===== src/rtl/ex_mem_pkg.sv =====
// Shared types and constants for the EX/MEM pipeline stage: control-bit positions and packed payload layout.
package ex_mem_pkg;
   localparam int DEF_XLEN       = 64;
   localparam int DEF_REG_ADDR_W = 5;

   localparam int CTRL_BRANCH   = 4;
   localparam int CTRL_MEMREAD  = 3;
   localparam int CTRL_MEMWRITE = 2;
   localparam int CTRL_REGWRITE = 1;
   localparam int CTRL_MEMTOREG = 0;
   localparam int CTRL_W        = 5;

   typedef struct packed {
      logic [DEF_XLEN-1:0]       result;
      logic                      zero;
      logic [DEF_XLEN-1:0]       store_data;
      logic [DEF_XLEN-1:0]       br_target;
      logic [DEF_REG_ADDR_W-1:0] rd;
      logic [CTRL_W-1:0]         ctrl;
   } ex_mem_payload_t;

   localparam int PAYLOAD_W = $bits(ex_mem_payload_t);
endpackage


===== src/rtl/pipe_skid_buffer.sv =====
// Two-entry valid/ready skid buffer on an opaque packed payload; main entry drives the output,
// skid entry absorbs one beat of backpressure so in_ready can be a plain register.
module pipe_skid_buffer #(
   parameter int WIDTH = 8
) (
   input  logic             clk,
   input  logic             reset,
   input  logic             flush,
   input  logic             in_valid,
   output logic             in_ready,
   input  logic [WIDTH-1:0] in_data,
   output logic             out_valid,
   input  logic             out_ready,
   output logic [WIDTH-1:0] out_data
);
   logic             main_valid_q, main_valid_d;
   logic             skid_valid_q, skid_valid_d;
   logic [WIDTH-1:0] main_data_q, main_data_d;
   logic [WIDTH-1:0] skid_data_q, skid_data_d;
   logic             accept;

   always_comb begin
      main_valid_d = main_valid_q;
      skid_valid_d = skid_valid_q;
      main_data_d  = main_data_q;
      skid_data_d  = skid_data_q;
      accept       = in_valid & ~skid_valid_q;

      // The skid entry is only ever occupied while main is occupied, so main-empty implies skid-empty.
      if (flush) begin
         main_valid_d = 1'b0;
         skid_valid_d = 1'b0;
      end else if (!main_valid_q) begin
         if (accept) begin
            main_valid_d = 1'b1;
            main_data_d  = in_data;
         end
      end else if (out_ready) begin
         if (skid_valid_q) begin
            main_data_d  = skid_data_q;
            skid_valid_d = 1'b0;
         end else if (accept) begin
            main_data_d  = in_data;
         end else begin
            main_valid_d = 1'b0;
         end
      end else if (accept) begin
         skid_valid_d = 1'b1;
         skid_data_d  = in_data;
      end
   end

   always_ff @(posedge clk or negedge reset) begin
      if (!reset) begin
         main_valid_q <= 1'b0;
         skid_valid_q <= 1'b0;
         main_data_q  <= '0;
         skid_data_q  <= '0;
      end else begin
         main_valid_q <= main_valid_d;
         skid_valid_q <= skid_valid_d;
         main_data_q  <= main_data_d;
         skid_data_q  <= skid_data_d;
      end
   end

   assign in_ready  = ~skid_valid_q;
   assign out_valid = main_valid_q;
   assign out_data  = main_data_q;
endmodule


===== src/rtl/ex_mem_stage.sv =====
// EX/MEM pipeline stage: buffers ALU results toward MEM and resolves pc_src from the registered ZERO.
// Optional EX_MEM_STALL_CNT_EN adds a saturating stall_count of cycles the head entry waits on MEM.
module ex_mem_stage
   import ex_mem_pkg::*;
#(
   parameter int XLEN       = 64,
   parameter int REG_ADDR_W = 5
) (
   input  logic                  clk,
   input  logic                  reset,
   input  logic                  flush,
   input  logic                  in_valid,
   output logic                  in_ready,
   input  logic [XLEN-1:0]       in_result,
   input  logic                  in_zero,
   input  logic [XLEN-1:0]       in_store_data,
   input  logic [XLEN-1:0]       in_br_target,
   input  logic [REG_ADDR_W-1:0] in_rd,
   input  logic [CTRL_W-1:0]     in_ctrl,
   output logic                  out_valid,
   input  logic                  out_ready,
   output logic [XLEN-1:0]       out_result,
   output logic                  out_zero,
   output logic [XLEN-1:0]       out_store_data,
   output logic [XLEN-1:0]       out_br_target,
   output logic [REG_ADDR_W-1:0] out_rd,
   output logic [CTRL_W-1:0]     out_ctrl,
   output logic                  pc_src
`ifdef EX_MEM_STALL_CNT_EN
   ,output logic [31:0]          stall_count
`endif
);
   // Payload width follows the package layout, rescaled when XLEN/REG_ADDR_W differ from the defaults.
   localparam int PW = PAYLOAD_W + 3 * (XLEN - DEF_XLEN) + (REG_ADDR_W - DEF_REG_ADDR_W);

   logic [PW-1:0] in_pay;
   logic [PW-1:0] out_pay;

   assign in_pay = {in_result, in_zero, in_store_data, in_br_target, in_rd, in_ctrl};

   pipe_skid_buffer #(
      .WIDTH (PW)
   ) u_skid (
      .clk       (clk),
      .reset     (reset),
      .flush     (flush),
      .in_valid  (in_valid),
      .in_ready  (in_ready),
      .in_data   (in_pay),
      .out_valid (out_valid),
      .out_ready (out_ready),
      .out_data  (out_pay)
   );

   assign {out_result, out_zero, out_store_data, out_br_target, out_rd, out_ctrl} = out_pay;

   assign pc_src = out_valid & out_ctrl[CTRL_BRANCH] & out_zero;

`ifdef EX_MEM_STALL_CNT_EN
   logic [31:0] stall_cnt_q, stall_cnt_d;

   always_comb begin
      stall_cnt_d = stall_cnt_q;
      if (out_valid && !out_ready && (stall_cnt_q != 32'hFFFF_FFFF)) begin
         stall_cnt_d = stall_cnt_q + 32'd1;
      end
   end

   always_ff @(posedge clk or negedge reset) begin
      if (!reset) begin
         stall_cnt_q <= 32'd0;
      end else begin
         stall_cnt_q <= stall_cnt_d;
      end
   end

   assign stall_count = stall_cnt_q;
`endif
endmodule


===== config.mk =====
export PLATFORM = sky130hd
export DESIGN_NAME = ex_mem_stage
export DESIGN_NICKNAME = d
export VERILOG_FILES = /design/src/rtl/ex_mem_pkg.sv /design/src/rtl/pipe_skid_buffer.sv /design/src/rtl/ex_mem_stage.sv
export SDC_FILE = /design/constraint.sdc
export NUM_CORES = 1
export LEC_CHECK = 0
export ABC_CLOCK_PERIOD_IN_PS = 4300
export CELL_PAD_IN_SITES_DETAIL_PLACEMENT = 0
export CELL_PAD_IN_SITES_GLOBAL_PLACEMENT = 2
export CORE_ASPECT_RATIO = 0.75
export CORE_MARGIN = 4
export CORE_UTILIZATION = 30
export CTS_CLUSTER_SIZE = 30
export DETAILED_ROUTE_END_ITERATION = 10
export PLACE_DENSITY_LB_ADDON = 0.05
export SLEW_MARGIN = 25
export SYNTH_ARGS = -nofsm -noshare
export SYNTH_HDL_FRONTEND = slang
export SYNTH_SLANG_ARGS = --single-unit

===== constraint.sdc =====
create_clock -name clk -period 4.3 [get_ports clk]
set_clock_uncertainty 0.2 [all_clocks]
set_input_delay 0.86 -clock clk [delete_from_list [all_inputs] [get_ports clk]]
set_output_delay 0.86 -clock clk [all_outputs]
set_load 0.005 [all_outputs]

==> results.toml <==
[outcome]
outcome = "finished clean"

[timing]
period_needed_ns = 3.00
finalSetupViolCount = 0
tns_ns = 0
max_clock_freq_mhz = 334
setup_ws_ns = 1.30
rsz0062_at_grt = "false"
timing.final.hold_violations = 0
finalMaxSlewViolations = 0
finalCritPeriodShare = 0.697
relSlewSlack = 0.434
whs_ns = 0.0482
tightest_slew_ns = 0.849

[critical_path]
crit_required_ns = 3.24
worstSetupStartpointType = "flip-flop"
worstPathBufferInverterCount = 1
path_class = "reg2out"
slowest_stage = "dfrtp_1"
crit_family = "flip-flops"
crit_path_cell_trace = "and3_1 > clkdlybuf4s50_1"
cpPeakStageDelay_ns = 0.65
path_max_fanout = 9
crit_arrival_ns = 1.94
cp-end-kind = "primary output"

[finish]
nets = 1719
drive_gt1_frac = 0.198
fin_util = 0.423
area.growth.synth_to_final_pct = 39.2
postLayoutCellArea_mm2 = 0.0225
stdcell_count = 2258

[placed_design]
placed_cell_area_mm2 = 0.0211
dp.cells = 2176
place_ws_ns = 1.13
gp_congestion = 0.722
numPortBuffers = 413
dp_hpwl_mm = 31.2

[synth]
postSynth.asyncResetShare = 1.00
synth.top_cell.area_share = 0.630
syn_nets = 1350
synth.top_cells.by_count = "dfrtp_1 (408), mux2_2 (203), o22ai_1 (203)"
synthTopCellsByArea = "dfrtp_1 (63%), mux2_2 (14%), a2bb2oi_1 (10%), o22ai_1 (7.8%), clkbuf_1 (1.6%)"
yosys_register_bits = 408
synth.cell_area_mm2 = 0.0162
ys_types = 20
synthCells = 1142
postSynthAreaPerCell_um2 = 14.2
yosysSeqAreaShare = 0.630
synth-edff-count = 0
ys_warn_count = 0
yosysMostFrequentCell = "dfrtp_1"
synth_top_cell_by_area = "dfrtp_1"
synthFlopType = "dfrtp_1"

[job]
cap_violations = 0

[clock_network]
cts-htree-levels = 2
post_cts_resized = 0
cts_setup_buffers = 0
tritoncts = "yes"
clock_latency_ns = 0.56
cts_root_buf = "clkbuf_16"
numCtsBuffers = 45
clock_path_buffers = 3
postCtsHoldBufs = 0
path_clk_slew_ns = 0.06
cts_num_sinks = 408

[floorplan]
initial_utilization = 0.304
core_mm2 = 0.0532
die-width_um = 276
rows = 73
ios = 414
dieHeight_um = 209
fp.dieArea_mm2 = 0.0578

[drt]
drt_pass1_iterations = 6
dr.first_iter.drc_count = 486
wl_per_cell_um = 23.2
via_count = 11500
drc = 0
routed_wirelength_mm = 52.4
ant_nets = 0
vias_per_cell = 5.08

[power]
power_switching_share = 0.252
p_switching_mw = 2.92
pwr-share-seq = 0.451
p_leak_nw = 9.26
power.density_mw_per_mm2 = 515
max-vdd-ir-drop_mv = 0.244
clockPowerShare = 0.334
p_total_mw = 11.6
combPwrFrac = 0.215
internal-power_mw = 8.69

[global_route]
grt_max_degree = 124
overflow = 0
grt_usage = 0.175
antenna_found_initial = 15
grt_pass1_wl_mm = 79.8
grt_pass1_vias = 12200

[worst_hold_path]
min_path_type = "in2async"
[power groups by stage]
stage | combinational [mW] | clock (mW) | sequential (mW)
6_report | 2.50 | 3.88 | 5.24
5_1_grt | 2.69 | 4.18 | 5.35
3_3_place_gp | 2.50 | 0 | 5.28
4_1_cts | 2.54 | 4.03 | 5.24
3_5_place_dp | 2.53 | 0 | 5.30
2_1_floorplan | 1.13 | 0 | 5.22
[cells in the final DEF, fill, tap and decap left out]
cell             count
a21oi_4              1
clkdlybuf4s50_1    412
clkbuf_1             8
nand2_4              1
bufinv_16            4
nand2b_4             1
o21ai_0              1
a21oi_1              2
nand3_4              1
clkbuf_8            10
a2bb2oi_2           10
buf_4                8
a211oi_1             1
buf_12              13
nor3_1               1
o22ai_1            203
clkinv_2             6
clkbuf_16           45
and3_1               1
buf_8                1
inv_1                2
mux2_2             203
a221oi_4             1
dfrtp_1            408
a2bb2oi_1          193
diode_2              9
[flip-flops by register name (all words and copies together), names as in the netlist]
register,flops
u_skid.skid_valid_q,1
u_skid.out_data,203
u_skid.out_valid,1
u_skid.skid_data_q,203
[layer usage]
metal / GRT usage / up-vias / share of wire
met5: 0 / - / 0.0014
met4: 0.0565 / 10 / 0.025
met3: 0.0592 / 77 / 0.074
met2: 0.276 / 265 / 0.47
met1: 0.229 / 5909 / 0.43
li1: - / 5213 / -
[final timing paths]
path	from	endpoint	slack [ns]	depth (start not counted)
min reg2reg	u_skid.skid_data_q[138]	u_skid.skid_data_q[138]	0.31	1
max in group asynchronous	reset	u_skid.skid_data_q[98]	2.86	3
min in group clk	u_skid.skid_data_q[138]	u_skid.skid_data_q[138]	0.31	1
max	u_skid.out_valid	pc_src	1.30	2
min	reset	u_skid.out_data[173]	0.05	1
max reg2reg	u_skid.out_valid	u_skid.out_data[76]	1.66	4
[cells by family after synthesis]
group	synth area share
AO/OA/AOI/OAI	0.195
buffers and inverters	0.0327
flip-flops	0.630
multiplexers	0.141
AND/OR/NAND/NOR	0.00162
[final cells by class]
cell class / count / area [µm²]
Clock buffer: 63 / 1290
Multi-Input combinational cell: 620 / 5520
Fill cell: 4927 / 30700
Antenna cell: 9 / 22.5
Clock inverter: 10 / 150
Tap cell: 712 / 891
Sequential cell: 408 / 10200
Inverter: 2 / 7.51
Timing Repair Buffer: 434 / 4460
(Power assumes the default switching activity.)
